### src/rtl/alu_ctrl_pkg.sv
// alu_ctrl_pkg: ALUControl opcodes, flag bit positions and the
// arbiter FSM state type shared by alu_arbiter and its users.
package alu_ctrl_pkg;

    localparam logic [3:0] OP_ADD = 4'b0000;
    localparam logic [3:0] OP_SUB = 4'b0001;
    localparam logic [3:0] OP_AND = 4'b0010;
    localparam logic [3:0] OP_OR  = 4'b0011;
    localparam logic [3:0] OP_XOR = 4'b0100;
    localparam logic [3:0] OP_SLT = 4'b0101;
    localparam logic [3:0] OP_SLL = 4'b0110;
    localparam logic [3:0] OP_SRL = 4'b0111;
    localparam logic [3:0] OP_SRA = 4'b1000;
    localparam logic [3:0] OP_MUL = 4'b1001;
    localparam logic [3:0] OP_DIV = 4'b1010;

    localparam logic [3:0] OP_MAX_LEGAL = OP_DIV;

    localparam int FLAG_Z = 3;
    localparam int FLAG_N = 2;
    localparam int FLAG_C = 1;
    localparam int FLAG_V = 0;

    typedef enum logic [1:0] {
        IDLE,
        EXEC,
        RESP
    } state_e;

    function automatic logic op_legal(input logic [3:0] op);
        return op <= OP_MAX_LEGAL;
    endfunction

endpackage

### src/rtl/rr_arbiter2.sv
// rr_arbiter2: two-input round-robin grant.
// ptr names the preferred requester; a lone valid always wins.
module rr_arbiter2 (
    input  logic [1:0] valid,
    input  logic       ptr,
    output logic [1:0] grant,
    output logic       gnt_id
);

    // pick the preferred requester, fall back to the other one
    always_comb begin
        gnt_id = ptr;
        if (!valid[ptr]) begin
            gnt_id = ~ptr;
        end
        grant         = '0;
        grant[gnt_id] = valid[gnt_id];
    end

endmodule

### src/rtl/alu_arbiter.sv
// alu_arbiter: shares one external ALU between two requesters.
// Define ALU_ARBITER_FLAGS_EN to build the per-requester flag registers.
module alu_arbiter
    import alu_ctrl_pkg::*;
#(
    parameter int N        = 32,
    parameter int DIV_WAIT = 4
) (
    input  logic                clk,
    input  logic                rst,
    input  logic [1:0]          req_valid,
    output logic [1:0]          req_ready,
    input  logic [1:0][N-1:0]   req_a,
    input  logic [1:0][N-1:0]   req_b,
    input  logic [1:0][3:0]     req_op,
    input  logic [1:0]          req_setf,
    output logic [N-1:0]        alu_a,
    output logic [N-1:0]        alu_b,
    output logic [3:0]          alu_ctrl,
    input  logic [N-1:0]        alu_result,
    input  logic [3:0]          alu_flags,
    output logic [1:0]          rsp_valid,
    input  logic [1:0]          rsp_ready,
    output logic [N-1:0]        rsp_result,
    output logic [3:0]          rsp_flags,
    output logic                rsp_err,
    output logic [1:0][3:0]     flags_q
);

    localparam logic [3:0] DIV_CNT = 4'(DIV_WAIT);

    state_e         state_d, state_q;
    logic           ptr_d, ptr_q;
    logic [3:0]     cnt_d, cnt_q;
    logic           id_d, id_q;
    logic [N-1:0]   alu_a_d, alu_a_q;
    logic [N-1:0]   alu_b_d, alu_b_q;
    logic [3:0]     alu_ctrl_d, alu_ctrl_q;
    logic [N-1:0]   rsp_result_d, rsp_result_q;
    logic [3:0]     rsp_flags_d, rsp_flags_q;
    logic           rsp_err_d, rsp_err_q;

    logic [1:0]     gnt;
    logic           gnt_id;
    logic           rsp_fire;

    rr_arbiter2 u_arb (
        .valid  (req_valid),
        .ptr    (ptr_q),
        .grant  (gnt),
        .gnt_id (gnt_id)
    );

    assign rsp_fire = (state_q == RESP) && rsp_ready[id_q];

    // grant, execute and respond; illegal opcodes bypass the ALU
    always_comb begin
        state_d      = state_q;
        ptr_d        = ptr_q;
        cnt_d        = cnt_q;
        id_d         = id_q;
        alu_a_d      = alu_a_q;
        alu_b_d      = alu_b_q;
        alu_ctrl_d   = alu_ctrl_q;
        rsp_result_d = rsp_result_q;
        rsp_flags_d  = rsp_flags_q;
        rsp_err_d    = rsp_err_q;
        req_ready    = '0;
        unique case (state_q)
            IDLE: begin
                if (!rst && (|req_valid)) begin
                    req_ready = gnt;
                    id_d      = gnt_id;
                    if (op_legal(req_op[gnt_id])) begin
                        alu_a_d    = req_a[gnt_id];
                        alu_b_d    = req_b[gnt_id];
                        alu_ctrl_d = req_op[gnt_id];
                        cnt_d      = (req_op[gnt_id] == OP_DIV)
                                   ? DIV_CNT : 4'd1;
                        state_d    = EXEC;
                    end else begin
                        rsp_result_d = '0;
                        rsp_flags_d  = '0;
                        rsp_err_d    = 1'b1;
                        state_d      = RESP;
                    end
                end
            end
            EXEC: begin
                cnt_d = cnt_q - 4'd1;
                if (cnt_q == 4'd1) begin
                    rsp_result_d = alu_result;
                    rsp_flags_d  = alu_flags;
                    rsp_err_d    = 1'b0;
                    state_d      = RESP;
                end
            end
            RESP: begin
                if (rsp_fire) begin
                    state_d = IDLE;
                    ptr_d   = ~id_q;
                end
            end
            default: state_d = IDLE;
        endcase
    end

    // FSM and all registered outputs
    always_ff @(posedge clk) begin
        if (rst) begin
            state_q      <= IDLE;
            ptr_q        <= 1'b0;
            cnt_q        <= '0;
            id_q         <= 1'b0;
            alu_a_q      <= '0;
            alu_b_q      <= '0;
            alu_ctrl_q   <= '0;
            rsp_result_q <= '0;
            rsp_flags_q  <= '0;
            rsp_err_q    <= 1'b0;
        end else begin
            state_q      <= state_d;
            ptr_q        <= ptr_d;
            cnt_q        <= cnt_d;
            id_q         <= id_d;
            alu_a_q      <= alu_a_d;
            alu_b_q      <= alu_b_d;
            alu_ctrl_q   <= alu_ctrl_d;
            rsp_result_q <= rsp_result_d;
            rsp_flags_q  <= rsp_flags_d;
            rsp_err_q    <= rsp_err_d;
        end
    end

    // address the response to the latched requester
    always_comb begin
        rsp_valid = '0;
        if (state_q == RESP) begin
            rsp_valid[id_q] = 1'b1;
        end
    end

    assign alu_a      = alu_a_q;
    assign alu_b      = alu_b_q;
    assign alu_ctrl   = alu_ctrl_q;
    assign rsp_result = rsp_result_q;
    assign rsp_flags  = rsp_flags_q;
    assign rsp_err    = rsp_err_q;

`ifdef ALU_ARBITER_FLAGS_EN
    logic            accept;
    logic            setf_d, setf_q;
    logic [1:0][3:0] flg_d, flg_q;

    assign accept = (state_q == IDLE) && (|req_ready);

    // latch setf at grant, commit flags on a good handshake
    always_comb begin
        setf_d = setf_q;
        flg_d  = flg_q;
        if (accept) begin
            setf_d = req_setf[gnt_id];
        end
        if (rsp_fire && setf_q && !rsp_err_q) begin
            flg_d[id_q] = rsp_flags_q;
        end
    end

    // flag registers
    always_ff @(posedge clk) begin
        if (rst) begin
            setf_q <= 1'b0;
            flg_q  <= '0;
        end else begin
            setf_q <= setf_d;
            flg_q  <= flg_d;
        end
    end

    assign flags_q = flg_q;
`else
    logic unused_setf;
    assign unused_setf = ^req_setf;
    assign flags_q     = '0;
`endif

endmodule
### config.mk
export PLATFORM = sky130hd
export DESIGN_NAME = alu_arbiter
export DESIGN_NICKNAME = d
export VERILOG_FILES = /design/src/rtl/alu_ctrl_pkg.sv /design/src/rtl/rr_arbiter2.sv /design/src/rtl/alu_arbiter.sv
export SDC_FILE = /design/constraint.sdc
export NUM_CORES = 1
export LEC_CHECK = 0
export ABC_CLOCK_PERIOD_IN_PS = 4600
export BUFFER_PORTS_ARGS = -buffer_cell sky130_fd_sc_hd__buf_2
export CAP_MARGIN = 15
export CORE_AREA = 2 2 115 117
export CTS_CLUSTER_SIZE = 28
export DETAILED_ROUTE_END_ITERATION = 8
export DIE_AREA = 0 0 117 119
export PLACE_DENSITY = 0.72
export SLEW_MARGIN = 20
export SYNTH_ARGS = -nofsm -noshare
export SYNTH_HDL_FRONTEND = slang
export SYNTH_SLANG_ARGS = --single-unit
### constraint.sdc
create_clock -name clk -period 4.6 [get_ports clk]
set_input_delay 0.92 -clock clk [delete_from_list [all_inputs] [get_ports clk]]
set_output_delay 0.92 -clock clk [all_outputs]
set_load 0.01 [all_outputs]
==> impl_metrics.tcl <==
set metrics [dict create \
    critPathLaunch "rst" \
    criticalPathCategory "input port to output port" \
    grt_start_max_net_pins 68 \
    yosysWarningCount 0 \
    worstSetupEndpoint "req_ready[1]" \
    hpwlAfterDp_mm 9.537 \
    grt_pass1_wl_mm 20.28 \
    avgRoutedWirePerCell_um 13.93 \
    syn-mean-instance-area_um2 10.34 \
    numClockSinks 113 \
    final-setup-viol-count 0 \
    worstPathRequired_ns 3.68 \
    power_frac_seq_pct 38.8 \
    detail_route.first_pass.iterations 4 \
    core_area_um2 12870 \
    end_kind "output port" \
    synthesized_instance_count 467 \
    route.antenna.remaining_nets 0 \
    max_clock_freq_mhz 319.8 \
    critical_path_s_slowest_cell "sky130_fd_sc_hd__or4_1" \
    count_of_instances_resized_after_the_clock_tree_is_built 0 \
    die_width_um 117 \
    report.final.hold_viol_count 0 \
    reg2reg_from "ptr_q" \
    power_leakage_nw 3.374 \
    buffer_ports.inserted 286 \
    timing_max_transition_violations_final 0 \
    avgViaCountPerCell 4.879 \
    place.gp.congestion 0.7271 \
    post_synth_edffs 0 \
    htree_num_levels 4 \
    timing.rr.end "alu_a[18]" \
    crit_fanout 43 \
    root_buffer "sky130_fd_sc_hd__clkbuf_16" \
    power-per-cell-area_nw_per_um2 429.0 \
    cell_area_reported_after_detailed_placement_um2 6295 \
    critical-path-top-delay-family "simple AND/OR/NAND/NOR gates" \
    netSwitchingFraction_pct 28.71 \
    stdcell_area_um2 6872 \
    status "complete, no violations" \
    floorplan.io_pins 297 \
    cts_post_setup_buffers_inserted 0 \
    initial_utilization_pct 37.51 \
    tns_setup_ns 0 \
    switchingPower_uw 846.3 \
    pwr-share-clk_pct 41.4 \
    worst_path_cell_trace "buf_2, or4_1, nor2_1, buf_2" \
    rr_worst_depth 5 \
    slew-limit-headroom_pct 40.59 \
    critical_path_buf_inv_count 2 \
    nNetsFinal 920 \
    maxCapViolations 0 \
    cell_type_with_the_highest_occurrence_count_on_the_critical_path "sky130_fd_sc_hd__buf_2" \
    seq_area_frac_synth_pct 46.84 \
    drc 0 \
    num_vias 4528 \
    post_synth_instance_area_um2 4830 \
    ff2ff_setup_slack_ns 2.29 \
    intPower_mw 2.102 \
    first_global_vias 4426 \
    power_frac_comb_pct 19.8 \
    layoutNonFillerInstCount 928 \
    cp.depth 4 \
    floorplan.die.height_um 119 \
    hp-class "register to register" \
    worstSkewPairLatency_ns 0.40 \
    drt_iter0_markers 150 \
    ir_worst_vdd_mv 0.2303 \
    syn_to_final_growth_pct 42.28 \
    finalPower_mw 2.948 \
    synth_flop_cell "sky130_fd_sc_hd__dfxtp_1" \
    wirelength_mm 12.93 \
    tightestPinTransition_ns 0.8892 \
    ys_async_sr_fraction_pct 0 \
    globalRouteTotalUtil_pct 18.11 \
    timing.critical_path.from_type "input port" \
    antenna_violations_before_repair 1 \
    final_util_pct 53.37 \
    cp_slowest_stage_delay_ns 0.64 \
    final.min_clock_period_ns 3.127 \
    rsz_0062_raised_after_global_routing "false" \
    yosysUniqueCellTypes 42 \
    layout-drive-gt1-share_pct 43.81 \
    dieArea_um2 13920 \
    tritoncts "built" \
    cts_hold_buf 0 \
    number_of_placed_instances_taps_included 894 \
    arr_time_crit_path_ns 2.21 \
    clockBufferDepth 2 \
    grt-ovfl-total 0 \
    std_cell_rows 42 \
    skew_ns 0.007247 \
    cts_made_buffers 17 \
    yosys_register_bits 113 \
    cts.clk_slew.worst_paths_ns 0.05 \
    fin_crit_sh_pct 67.97 \
]
==> cell usage after synthesis (3+ instances only) <==
master	n	area (µm²)
sky130_fd_sc_hd__nand2b_1	4	25.02
sky130_fd_sc_hd__buf_4	10	75.07
sky130_fd_sc_hd__buf_2	14	70.07
sky130_fd_sc_hd__o21ai_0	54	270.3
sky130_fd_sc_hd__nor2_1	9	33.78
sky130_fd_sc_hd__mux2i_1	70	700.7
sky130_fd_sc_hd__dfxtp_1	113	2262
sky130_fd_sc_hd__nand3b_1	67	503.0
sky130_fd_sc_hd__buf_6	5	56.30
sky130_fd_sc_hd__a22o_1	36	315.3
sky130_fd_sc_hd__a21oi_1	8	40.04
sky130_fd_sc_hd__o21ai_1	14	70.07
sky130_fd_sc_hd__clkbuf_1	15	56.30
sky130_fd_sc_hd__nand2_1	8	30.03
sky130_fd_sc_hd__inv_1	3	11.26
==> registers in the layout, indices dropped and copies added, names as in the netlist <==
name,flops
alu_a,32
alu_b,32
alu_ctrl,4
cnt_q,4
id_q,1
ptr_q,1
rsp_err,1
rsp_flags,4
rsp_result,32
state_q,2
==> how the worst min path moves through the flow <==
stage                               from        endpoint  slack [ns]  cells past startpoint
final                        alu_ctrl[3]     alu_ctrl[3]        0.47                      2
after global routing      rsp_result[11]  rsp_result[11]        0.49                      1
after CTS                    alu_ctrl[3]     alu_ctrl[3]        0.47                      2
after detailed placement  rsp_result[31]  rsp_result[31]        0.46                      1
after global placement    rsp_result[23]  rsp_result[23]        0.46                      1
after floorplan                 cnt_q[3]        cnt_q[3]        0.45                      2
==> area by class of cell <==
cell class | instances | area [µm²]
diodes | 1 | 2.502
repair buffers | 291 | 1473
multi-input cells | 312 | 2340
fillers | 1135 | 6003
flip-flops and latches | 113 | 2262
well taps | 176 | 220.2
clock buffers | 18 | 429.2
clock inverters | 14 | 133.9
inverters | 3 | 11.26
==> power by group through the flow <==
stage	logic, mW	clock network [mW]	registers (mW)
global route	0.647	1.31	1.16
global placement	0.574	0	1.16
detailed placement	0.592	0	1.16
CTS	0.594	1.26	1.14
floorplan	0.322	0	1.21
finish	0.584	1.22	1.14
==> tightest hold or removal path: stages, from the launching register on <==
cell,delay (ns)
sky130_fd_sc_hd__dfxtp_1,0.30
sky130_fd_sc_hd__inv_1,0.05
sky130_fd_sc_hd__a221oi_1,0.06
==> layout by cell type, fill, tap and decap left out, types with 5 or more instances in the layout <==
cell,n
sky130_fd_sc_hd__clkinvlp_4,5
sky130_fd_sc_hd__a22o_1,36
sky130_fd_sc_hd__conb_1,8
sky130_fd_sc_hd__nor2_1,9
sky130_fd_sc_hd__a21oi_1,8
sky130_fd_sc_hd__o21ai_1,14
sky130_fd_sc_hd__nand2_1,7
sky130_fd_sc_hd__buf_2,286
sky130_fd_sc_hd__mux2i_1,70
sky130_fd_sc_hd__nand3b_1,67
sky130_fd_sc_hd__dfxtp_1,113
sky130_fd_sc_hd__o21ai_0,54
sky130_fd_sc_hd__clkbuf_16,17
==> logic make-up (layout without fill, tap and decap cells) <==
kind of cell / Yosys count / after routing / synth area share [%]
muxes: 70 / 70 / 14.51
DFF: 113 / 113 / 46.84
AOI/OAI and AO/OA: 124 / 124 / 16.79
adders and majority gates: 2 / 2 / 0.5181
buffers and inverters: 49 / 326 / 5.725
other: 1 / 9 / 0.07765
and+or+nand+nor: 108 / 108 / 15.54
==> layer usage <==
metal / part of all wire [%] / track usage, % / vias to the layer above
met1: 42 / 21.10 / 2076
met4: 1.7 / 5.956 / 0
met3: 7.9 / 6.107 / 18
met2: 49 / 30.89 / 191
li1: - / - / 2243
met5: 0 / 0 / -
==> stage by stage <==
step / worst slack [ns] / hold slack (ns)
after global routing: 1.349 / 0.4928
final: 1.473 / 0.4682
after floorplan: 1.876 / 0.4525
after global placement: 1.456 / 0.4577
after CTS: 1.461 / 0.4706
after detailed placement: 1.360 / 0.4597
Power figures use the tool's default switching activity.
